## src/rtl/hbridge_pwm_driver.sv

```systemverilog
// hbridge_pwm_driver
// Two-channel H-bridge driver. It synchronises the upstream direction word and
// enables, then runs one soft-start FSM per channel. Each FSM inserts a bridge-off
// dead interval on every stop or reversal. One free-running counter generates
// PWM for both channels. Each channel's duty reaches the comparator through a
// shadow register that updates only at the counter wrap.
// Channel index 1 is channel A (bits [3:2]); index 0 is channel B (bits [1:0]).

module hbridge_pwm_driver #(
  parameter int PWM_BITS    = 8,
  parameter int DUTY_MAX    = 200,
  parameter int RAMP_STEP   = 8,
  parameter int RAMP_DIV    = 1000,
  parameter int DEAD_CYCLES = 500
) (
  input  logic       clk,
  input  logic       rst_n,
  input  logic [3:0] motor_in,
  input  logic [1:0] motor_en,
  output logic [3:0] hb_dir,
  output logic [1:0] hb_pwm,
  output logic [3:0] ch_state
);

  localparam logic [1:0] ST_IDLE = 2'b00;
  localparam logic [1:0] ST_RAMP = 2'b01;
  localparam logic [1:0] ST_RUN  = 2'b10;
  localparam logic [1:0] ST_DEAD = 2'b11;

  localparam int PRESC_W = (RAMP_DIV > 1) ? $clog2(RAMP_DIV) : 1;
  localparam int DEAD_W  = (DEAD_CYCLES > 1) ? $clog2(DEAD_CYCLES) : 1;

  localparam logic [PRESC_W-1:0]  PRESC_LAST = PRESC_W'(RAMP_DIV - 1);
  localparam logic [DEAD_W-1:0]   DEAD_LAST  = DEAD_W'(DEAD_CYCLES - 1);
  localparam logic [PWM_BITS-1:0] DUTY_TOP   = PWM_BITS'(DUTY_MAX);
  localparam logic [PWM_BITS:0]   STEP_WIDE  = (PWM_BITS + 1)'(RAMP_STEP);
  localparam logic [PWM_BITS-1:0] PWM_TOP    = {PWM_BITS{1'b1}};

  // Saturating ramp increment; the extra bit keeps the sum from wrapping.
  function automatic logic [PWM_BITS-1:0] ramp_next(input logic [PWM_BITS-1:0] duty);
    logic [PWM_BITS:0] sum;
    sum = {1'b0, duty} + STEP_WIDE;
    if (sum >= {1'b0, DUTY_TOP}) begin
      ramp_next = DUTY_TOP;
    end else begin
      ramp_next = sum[PWM_BITS-1:0];
    end
  endfunction

  logic [3:0]          in_meta_r, in_sync_r;
  logic [1:0]          en_meta_r, en_sync_r;
  logic [PWM_BITS-1:0] pwm_cnt_r;

  logic [1:0]          state_r    [2];
  logic [1:0]          state_s    [2];
  logic [1:0]          dir_r      [2];
  logic [1:0]          dir_s      [2];
  logic [PWM_BITS-1:0] duty_r     [2];
  logic [PWM_BITS-1:0] duty_s     [2];
  logic [PRESC_W-1:0]  presc_r    [2];
  logic [PRESC_W-1:0]  presc_s    [2];
  logic [DEAD_W-1:0]   dead_r     [2];
  logic [DEAD_W-1:0]   dead_s     [2];
  logic [PWM_BITS-1:0] duty_act_r [2];
  logic [PWM_BITS-1:0] duty_act_s [2];

  logic [3:0] hb_dir_r, hb_dir_s;
  logic [1:0] hb_pwm_r, hb_pwm_s;

  logic [1:0]          pair_s;
  logic                en_s;
  logic                drive_s;
  logic [PWM_BITS-1:0] stepped_s;

  // Two-flop synchroniser for the asynchronous upstream command inputs.
  always_ff @(posedge clk or negedge rst_n) begin
    if (!rst_n) begin
      in_meta_r <= 4'b0000;
      in_sync_r <= 4'b0000;
      en_meta_r <= 2'b00;
      en_sync_r <= 2'b00;
    end else begin
      in_meta_r <= motor_in;
      in_sync_r <= in_meta_r;
      en_meta_r <= motor_en;
      en_sync_r <= en_meta_r;
    end
  end

  // Free-running PWM counter shared by both channels; wraps naturally.
  always_ff @(posedge clk or negedge rst_n) begin
    if (!rst_n) begin
      pwm_cnt_r <= {PWM_BITS{1'b0}};
    end else begin
      pwm_cnt_r <= pwm_cnt_r + PWM_BITS'(1);
    end
  end

  // Per-channel next-state, ramp, dead-time and PWM output decode.
  always_comb begin
    pair_s    = 2'b00;
    en_s      = 1'b0;
    drive_s   = 1'b0;
    stepped_s = {PWM_BITS{1'b0}};
    hb_dir_s  = 4'b0000;
    hb_pwm_s  = 2'b00;
    for (int ch = 0; ch < 2; ch++) begin
      pair_s         = in_sync_r[2*ch +: 2];
      en_s           = en_sync_r[ch];
      state_s[ch]    = state_r[ch];
      dir_s[ch]      = dir_r[ch];
      duty_s[ch]     = duty_r[ch];
      presc_s[ch]    = presc_r[ch];
      dead_s[ch]     = dead_r[ch];
      duty_act_s[ch] = duty_act_r[ch];
      stepped_s      = ramp_next(duty_r[ch]);

      case (state_r[ch])
        ST_IDLE: begin
          duty_s[ch]  = {PWM_BITS{1'b0}};
          presc_s[ch] = {PRESC_W{1'b0}};
          dead_s[ch]  = {DEAD_W{1'b0}};
          if (en_s && (pair_s == 2'b10 || pair_s == 2'b01)) begin
            state_s[ch] = ST_RAMP;
            dir_s[ch]   = pair_s;
          end else begin
            state_s[ch] = ST_IDLE;
          end
        end
        ST_RAMP, ST_RUN: begin
          if (!en_s || (pair_s != dir_r[ch])) begin
            // Stop code, reversal or disable all collapse into one dead entry.
            state_s[ch] = ST_DEAD;
            duty_s[ch]  = {PWM_BITS{1'b0}};
            presc_s[ch] = {PRESC_W{1'b0}};
            dead_s[ch]  = {DEAD_W{1'b0}};
          end else if (state_r[ch] == ST_RUN) begin
            duty_s[ch] = DUTY_TOP;
          end else if (presc_r[ch] == PRESC_LAST) begin
            presc_s[ch] = {PRESC_W{1'b0}};
            duty_s[ch]  = stepped_s;
            if (stepped_s == DUTY_TOP) begin
              state_s[ch] = ST_RUN;
            end else begin
              state_s[ch] = ST_RAMP;
            end
          end else begin
            presc_s[ch] = presc_r[ch] + PRESC_W'(1);
          end
        end
        ST_DEAD: begin
          // Inputs are deliberately ignored until the dead interval expires.
          if (dead_r[ch] == DEAD_LAST) begin
            state_s[ch] = ST_IDLE;
            dead_s[ch]  = {DEAD_W{1'b0}};
          end else begin
            dead_s[ch] = dead_r[ch] + DEAD_W'(1);
          end
        end
        default: begin
          state_s[ch] = ST_IDLE;
          duty_s[ch]  = {PWM_BITS{1'b0}};
          presc_s[ch] = {PRESC_W{1'b0}};
          dead_s[ch]  = {DEAD_W{1'b0}};
        end
      endcase

      drive_s = (state_s[ch] == ST_RAMP) || (state_s[ch] == ST_RUN);
      if (drive_s) begin
        hb_dir_s[2*ch +: 2] = dir_s[ch];
        hb_pwm_s[ch]        = (pwm_cnt_r < duty_act_r[ch]);
        if (pwm_cnt_r == PWM_TOP) begin
          duty_act_s[ch] = duty_r[ch];
        end else begin
          duty_act_s[ch] = duty_act_r[ch];
        end
      end else begin
        // Bridge off: coast, no pulse, shadow cleared without waiting for wrap.
        hb_dir_s[2*ch +: 2] = 2'b00;
        hb_pwm_s[ch]        = 1'b0;
        duty_act_s[ch]      = {PWM_BITS{1'b0}};
      end
    end
  end

  // Channel state, duty, counters and registered bridge outputs.
  always_ff @(posedge clk or negedge rst_n) begin
    if (!rst_n) begin
      for (int ch = 0; ch < 2; ch++) begin
        state_r[ch]    <= ST_IDLE;
        dir_r[ch]      <= 2'b00;
        duty_r[ch]     <= {PWM_BITS{1'b0}};
        presc_r[ch]    <= {PRESC_W{1'b0}};
        dead_r[ch]     <= {DEAD_W{1'b0}};
        duty_act_r[ch] <= {PWM_BITS{1'b0}};
      end
      hb_dir_r <= 4'b0000;
      hb_pwm_r <= 2'b00;
    end else begin
      for (int ch = 0; ch < 2; ch++) begin
        state_r[ch]    <= state_s[ch];
        dir_r[ch]      <= dir_s[ch];
        duty_r[ch]     <= duty_s[ch];
        presc_r[ch]    <= presc_s[ch];
        dead_r[ch]     <= dead_s[ch];
        duty_act_r[ch] <= duty_act_s[ch];
      end
      hb_dir_r <= hb_dir_s;
      hb_pwm_r <= hb_pwm_s;
    end
  end

  assign hb_dir   = hb_dir_r;
  assign hb_pwm   = hb_pwm_r;
  assign ch_state = {state_r[1], state_r[0]};

endmodule

```

## config.mk

```make
export PLATFORM = sky130hd
export DESIGN_NAME = hbridge_pwm_driver
export DESIGN_NICKNAME = d
export VERILOG_FILES = /design/src/rtl/hbridge_pwm_driver.sv
export SDC_FILE = /design/constraint.sdc
export NUM_CORES = 1
export LEC_CHECK = 0
export ABC_AREA = 1
export BUFFER_PORTS_ARGS = -buffer_cell sky130_fd_sc_hd__buf_4
export CAP_MARGIN = 20
export CORE_UTILIZATION = 40
export CTS_BUF_LIST = sky130_fd_sc_hd__clkbuf_8 sky130_fd_sc_hd__clkbuf_16
export DETAILED_ROUTE_END_ITERATION = 10
export GPL_TIMING_DRIVEN = 0
export HOLD_SLACK_MARGIN = 0.12
export PLACE_DENSITY = 0.64
export SLEW_MARGIN = 20
export SYNTH_ARGS = -nofsm -noshare
export SYNTH_HDL_FRONTEND = slang
export SYNTH_SLANG_ARGS = --single-unit
```

## constraint.sdc

```tcl
create_clock -name clk -period 2.8 [get_ports clk]
set_input_delay 0.28 -clock clk [delete_from_list [all_inputs] [get_ports clk]]
set_output_delay 0.28 -clock clk [all_outputs]
set_load 0.01 [all_outputs]
```

==> metrics.md, run 1 <==
| Metric | Value |
|---|---|
| Initial antenna violation count | 0 |
| Synth Area in Adders | 0.0670 |
| GR Util met1 | 0.197 |
| Internal Power | 2.62 mW |
| DRT Wirelength | 9.95 mm |
| TritonCTS Buffers | 9 |
| Largest net degree at the start of global routing | 105 |
| Reg area | 2600 sq um |
| Tot GR Track Use | 0.160 |
| Synth cell types | 42 |
| Area growth syn-to-layout | 12.9% |
| Synthesized instance count | 629 |
| Post-CTS setup buffers | 0 |
| Clk_skew | 0.00743 ns |
| Switching pwr | 1.37 mW |
| Combinational power share | 0.283 |
| Clk slew on worst S/H paths | 0.06 ns |
| Simple-gate share of the synthesized area | 0.227 |
| Slowest CP cell | dfrtp_1 |
| First-pass GRT wire length | 18.3 mm |
| Drt first pass iters | 6 |
| Post-synthesis mux area share | 0 |
| Final #Nets | 701 |
| Clock power share | 0.291 |
| Pins Over Slew Limit | 0 |
| Worst path bufs/invs | 3 |
| Mean routed wirelength per cell | 11.8 um |
| EDFF count, synth | 0 |
| DP Wirelength | 7.24 mm |
| CP Class | flip-flop to flip-flop |
| Slew @ Worst Pin | 0.917 ns |
| Synth Area in Compound Gates | 0.112 |
| Gpl congestion | 0.828 |
| Synthesis warning total | 0 |
| LEAKAGE | 2.85 nW |
| Cell family with most CP delay | simple AND/OR/NAND/NOR gates |
| Place WS | 0.548 ns |
| Final instance area | 6110 sq um |
| Multi-input logic area | 2340 sq um |
| Min setup slack post-route | 0.540 ns |
| Largest family of logic cells by synthesized area | simple AND/OR/NAND/NOR gates |
| Core Area | 13200 sq um |
| HP Class | flip-flop to flip-flop |
| Flops & latches, synth | 104 |
| CTS Sinks | 104 |
| CTS Buffer Depth | 2 |
| Cell Pwr Density | 654 nW/um^2 |
| Max cap viols | 0 |
| Root Buffer | clkbuf_16 |
| Most frequent cells in the layout | 104 x dfrtp_1, 102 x inv_1, 93 x nand2_1 |
| Crit path max fanout | 6 |
| Largest area contributor in the netlist | dfrtp_1 |
| GR met3 Demand/Resource | 0.0246 |
| Vias in the first global route | 4146 |
| Post-Syn Area | 5410 sq um |
| Crit share post-route | 0.807 |
| Max H-tree Level | 3 |
| Sequential area share after synthesis | 0.481 |
| Crit-path most repeated cell | inv_1 |
| Share of layout cells above drive strength 1 | 0.136 |
| Top-Level Pins | 18 |
| Die Y | 118 um |
| Sw Share | 0.343 |
| GRT Max-Usage Layer | met2 |
| Critical path cell sequence | inv_1, ha_1, inv_1, nor2_4, nand2_1, nor2_2, nor2_1, nand2_1, inv_1, a32o_1 |
| WP data required | 3.04 ns |
| DIE WIDTH | 118 um |
| Crit-path max cell delay | 0.44 ns |
| Synth Area in XOR/XNOR | 0.0259 |
| Crit path arrival time | 2.50 ns |
| Worst-skew pair later-pin latency | 0.35 ns |
| Final routed DRC violation total | 0 |
| Util after Layout | 0.461 |
| Ys flop type | dfrtp_1 |
| Avg Cell Area, Syn | 8.61 sq um |
| Met2 usage | 0.272 |
| Element type at the critical path end | flip-flop |
| Die area | 14000 sq um |
| Seq pwr share | 0.426 |
| Yosys top cell area share | 0.481 |
| Final ANT Viol Nets | 0 |
| Initial DRC count | 154 |
| Mapped Nets | 666 |
| # fillers | 1312 |
| Post-CTS Resized | 0 |
| Startpoint types | flip-flop |
| # setup viols final | 0 |
| Grt total ovfl | 0 |
| Initial Utilization | 0.409 |
| Setup TNS | 0 ns |
| Row count | 42 |
| Vias per cell | 4.89 |
| Fmax achieved | 442 MHz |
| Via count | 4128 |
| Ant diodes | 0 |
| CTS Hold Bufs | 7 |
| Fin crit period | 2.26 ns |
| TritonCTS clock tree | yes |
| Maximum vdd drop | 264 uV |
| Final hold vios | 0 |
| Commonest non-fill, non-tap cell in the layout | dfrtp_1 |
| Input/output buffers | 17 |
| RSZ-0062 raised after global routing | false |
| Outcome | completed |
| Slew headroom | 0.389 |
| Area post-placement | 5760 sq um |
| Synth top area cells | dfrtp_1 48%, inv_1 7.0%, ha_1 6.7% |
| Async S/R FF share, synth | 1.00 |
path summary, 6_finish.rpt:
| path | from | to | slack (ns) | depth (start not counted) |
|---|---|---|---|---|
| worst min-delay path | in_meta_r[1] | in_sync_r[1] | 0.35 | 0 |
| worst max register to register | ch_state[0] | duty_r[12] | 0.54 | 10 |
| max in group asynchronous | rst_n | presc_r[8] | 1.59 | 2 |
| min in group asynchronous | rst_n | hb_dir[3] | 0.60 | 2 |
| worst max-delay path | ch_state[0] | duty_r[12] | 0.54 | 10 |
| worst min register to register | in_meta_r[1] | in_sync_r[1] | 0.35 | 0 |
synth_stat cells, types with 2 or more instances:
library cell	count
or2_2	2
clkbuf_1	5
and3_1	2
nor2_2	23
a21boi_0	2
nor3b_1	4
o211ai_1	4
nand2_2	11
dfrtp_1	104
o21ai_0	44
nand4_1	7
nor2_4	2
nor4_1	5
nand3_1	31
a32o_1	2
xor2_1	12
nor3_1	26
nand3_2	2
xnor2_1	4
inv_1	101
nand2_1	93
nor2_1	38
a21oi_1	35
o22ai_1	7
inv_2	11
o21a_1	2
and3b_1	2
buf_6	2
ha_1	29
o21ai_1	5
metal layers:
metal  wire, um  share of wire
met1       4670           0.47
met2       4890           0.49
met3        170          0.017
met4        213          0.021
met5          0              0
state kept, by name, summed over array words and instances (netlist names), 8 cells and up:
signal	flops
pwm_cnt_r	8
dead_r	18
duty_act_r	16
duty_r	16
presc_r	20
cells by family (layout without fill, tap and decap cells):
logic type / Yosys count / in the layout
AOI/OAI and AO/OA: 107 / 107
buffers and inverters: 121 / 160
adders and majority gates: 29 / 29
DFF: 104 / 104
xor gates and xnor gates: 16 / 16
and+or+nand+nor: 252 / 252
final cells by class:
type	instances	share of cell area
sequential	104	0.426
multi-input combinational	404	0.383
inverter	113	0.0694
clock buffer	11	0.0414
tap	176	0.0361
timing repair buffer	24	0.0330
buffer	8	0.00799
clock inverter	4	0.00348
metrics by stage:
stage / power, mW / hold WS, ns / instances
after floorplan: 2.54 / -0.0156 / 629
after global placement: 2.82 / 0.335 / 822
after detailed placement: 2.86 / 0.336 / 822
after CTS: 4.06 / 0.351 / 844
after global routing: 4.26 / 0.362 / 844
final: 3.99 / 0.349 / 844
power groups by stage:
stage | Clock, mW | Sequential [mW] | Combinational [mW]
2_1_floorplan | 0 | 1.72 | 0.816
3_3_place_gp | 0 | 1.72 | 1.10
3_5_place_dp | 0 | 1.73 | 1.13
4_1_cts | 1.21 | 1.70 | 1.15
5_1_grt | 1.26 | 1.72 | 1.28
6_report | 1.16 | 1.70 | 1.13
No activity file was read; power rests on OpenSTA's default activity.
==> run 2: changes to the inputs <==
Settings changed: PLACE_DENSITY 0.64 to 0.66.
Clock period 2.8 ns to 2 ns, I/O delays scaled along.
==> metrics.md, run 2 (synthesis gave the netlist of run 1 again) <==
| Metric | Value |
|---|---|
| Sw Share | 0.348 (was 0.343) |
| DRT Wirelength | 10.8 mm (was 9.95 mm) |
| Biggest register | presc_r (unchanged) |
| Via count | 4338 (was 4128) |
| Tot GR Track Use | 0.165 (was 0.160) |
| Share of layout cells above drive strength 1 | 0.254 (was 0.136) |
| Area growth syn-to-layout | 24.8% (was 12.9%) |
| WP data required | 2.24 ns (was 3.04 ns) |
| Util after Layout | 0.510 (was 0.461) |
| Drt first pass iters | 8 (was 6) |
| Max H-tree Level | 3 (unchanged) |
| Largest net degree at the start of global routing | 105 (unchanged) |
| Place WS | -0.211 ns (was 0.548 ns) |
| Fin crit period | 2.14 ns (was 2.26 ns) |
| Maximum vdd drop | 472 uV (was 264 uV) |
| DIE WIDTH | 118 um (unchanged) |
| RSZ-0062 raised after global routing | true (was false) |
| DP Wirelength | 6.84 mm (was 7.24 mm) |
| Worst-skew pair later-pin latency | 0.36 ns (was 0.35 ns) |
| Root Buffer | clkbuf_16 (unchanged) |
| Most frequent cells in the layout | 100 x dfrtp_1, 95 x inv_1, 80 x nand2_1 (was 104 x dfrtp_1, 102 x inv_1, 93 x nand2_1) |
| HP Class | flip-flop to flip-flop (unchanged) |
| Vias in the first global route | 4172 (was 4146) |
| # setup viols final | 17 (was 0) |
| Final std cells w/o fill | 884 (was 844) |
| First-pass GRT wire length | 18.7 mm (was 18.3 mm) |
| Final hold vios | 0 (unchanged) |
| Crit path max fanout | 5 (was 6) |
| Pins Over Slew Limit | 0 (unchanged) |
| Final ANT Viol Nets | 0 (unchanged) |
| Outcome | finished with violations (was completed) |
| Crit share post-route | 1.07 (was 0.807) |
| CP Class | flip-flop to flip-flop (unchanged) |
| Startpoint types | flip-flop (unchanged) |
| TritonCTS clock tree | yes (unchanged) |
| Switching pwr | 2.28 mW (was 1.37 mW) |
| Fmax achieved | 467 MHz (was 442 MHz) |
| Worst Hold Slack | 0.350 ns (was 0.349 ns) |
| Initial DRC count | 144 (was 154) |
| DP Cell Count | 822 (unchanged) |
| Min setup slack post-route | -0.142 ns (was 0.540 ns) |
| Final routed DRC violation total | 2 (was 0) |
| Cell Pwr Density | 970 nW/um^2 (was 654 nW/um^2) |
| Seq pwr share | 0.360 (was 0.426) |
| Row count | 42 (unchanged) |
| Input/output buffers | 17 (unchanged) |
| Core Area | 13200 sq um (unchanged) |
| Vias per cell | 4.91 (was 4.89) |
| Clock power share | 0.258 (was 0.291) |
| CTS Buffer Depth | 2 (unchanged) |
| LEAKAGE | 3.15 nW (was 2.85 nW) |
| Combinational power share | 0.382 (was 0.283) |
| Largest register FFs | 20 (unchanged) |
| Ant diodes | 0 (unchanged) |
| Slew @ Worst Pin | 0.948 ns (was 0.917 ns) |
| Top-Level Pins | 18 (unchanged) |
| Top flop regs | presc_r x20, dead_r x18 (unchanged) |
| Mean routed wirelength per cell | 12.3 um (was 11.8 um) |
| Initial Utilization | 0.409 (unchanged) |
| Commonest non-fill, non-tap cell in the layout | dfrtp_1 (unchanged) |
| Element type at the critical path end | flip-flop (unchanged) |
| Max cap viols | 0 (unchanged) |
| Final #Nets | 740 (was 701) |
| Gpl congestion | 0.822 (was 0.828) |
| Clk slew on worst S/H paths | 0.07 ns (was 0.06 ns) |
| Clk_skew | 0.00664 ns (was 0.00743 ns) |
| Die area | 14000 sq um (unchanged) |
| Internal Power | 4.27 mW (was 2.62 mW) |
| CTS Sinks | 104 (unchanged) |
| Die Y | 118 um (unchanged) |
| TritonCTS Buffers | 9 (unchanged) |
| Crit path arrival time | 2.38 ns (was 2.50 ns) |
| Slew headroom | 0.368 (was 0.389) |
| Initial antenna violation count | 0 (unchanged) |
| Failing checks | DRC, setup timing |
| Grt total ovfl | 0 (unchanged) |
## run 2: area by class of cell
class / instances / area [sq um]
Fill cell: 1196 / 6480
Tap cell: 176 / 220
Clock inverter: 5 / 31.3
Buffer: 8 / 65.1
Inverter: 113 / 429
Multi-Input combinational cell: 404 / 2620
Timing Repair Buffer: 63 / 534
Sequential cell: 104 / 2610
Clock buffer: 11 / 253
## run 2: metal layers
layer | vias up | part of all wire | track usage
li1 | 2199 | - | -
met1 | 2043 | 0.46 | 0.214
met2 | 75 | 0.48 | 0.264
met3 | 21 | 0.032 | 0.0444
met4 | 0 | 0.020 | 0.0601
met5 | - | 0 | 0
## run 2: path summary, 6_finish.rpt
path | slack, ns | endpoint | startpoint | depth (start not counted)
setup / recovery | -0.14 | duty_act_r[11] | duty_r[11] | 15
hold / removal | 0.35 | in_sync_r[1] | in_meta_r[1] | 0
setup reg to reg | -0.14 | duty_act_r[11] | duty_r[11] | 15
hold reg to reg | 0.35 | in_sync_r[1] | in_meta_r[1] | 0
max in group asynchronous | 0.78 | ch_state[1] | rst_n | 2
min in group asynchronous | 0.51 | dead_r[2] | rst_n | 2
## run 2: power groups by stage
stage	Sequential, mW	Combinational, mW	Clock, mW
4_1_cts	2.36	2.25	1.73
6_report	2.36	2.50	1.69
3_3_place_gp	2.41	1.54	0
3_5_place_dp	2.42	1.57	0
5_1_grt	2.38	2.75	1.82
2_1_floorplan	2.42	1.14	0
## run 2: metrics by stage
stage / cell area, sq um / setup TNS, ns / total power, mW
final: 6760 / -1.96 / 6.56
after detailed placement: 5770 / -5.76 / 3.99
after global placement: 5760 / -4.64 / 3.95
after global routing: 6760 / -5.44 / 6.95
after floorplan: 5410 / 0 / 3.56
after CTS: 6460 / -1.75 / 6.34
## run 2: worst max-delay path, cell delays in order, from the launching register on
cell and delay [ns]:
dfrtp_1 0.39, ha_1 0.31, or2_0 0.20, nor3_1 0.19, nand3_1 0.11, nand2_2 0.09
nand2_2 0.06, nand2_1 0.05, nand2_1 0.05, nand2_1 0.05, nand2_1 0.05, nand2_2 0.08
nand3_2 0.09, nand2_4 0.12, buf_8 0.13, nor2_2 0.04
## run 2: timing repair
item | in CTS | in global routing
gates resized for setup | 41 | 50
cloned | 2 | 0
pin swaps | 14 | 27
setup buffers | 21 | 19
hold buffers | 7 | 0
hold endpoints to repair | 110 | 0
endpoints found under the setup margin | 43 | 57
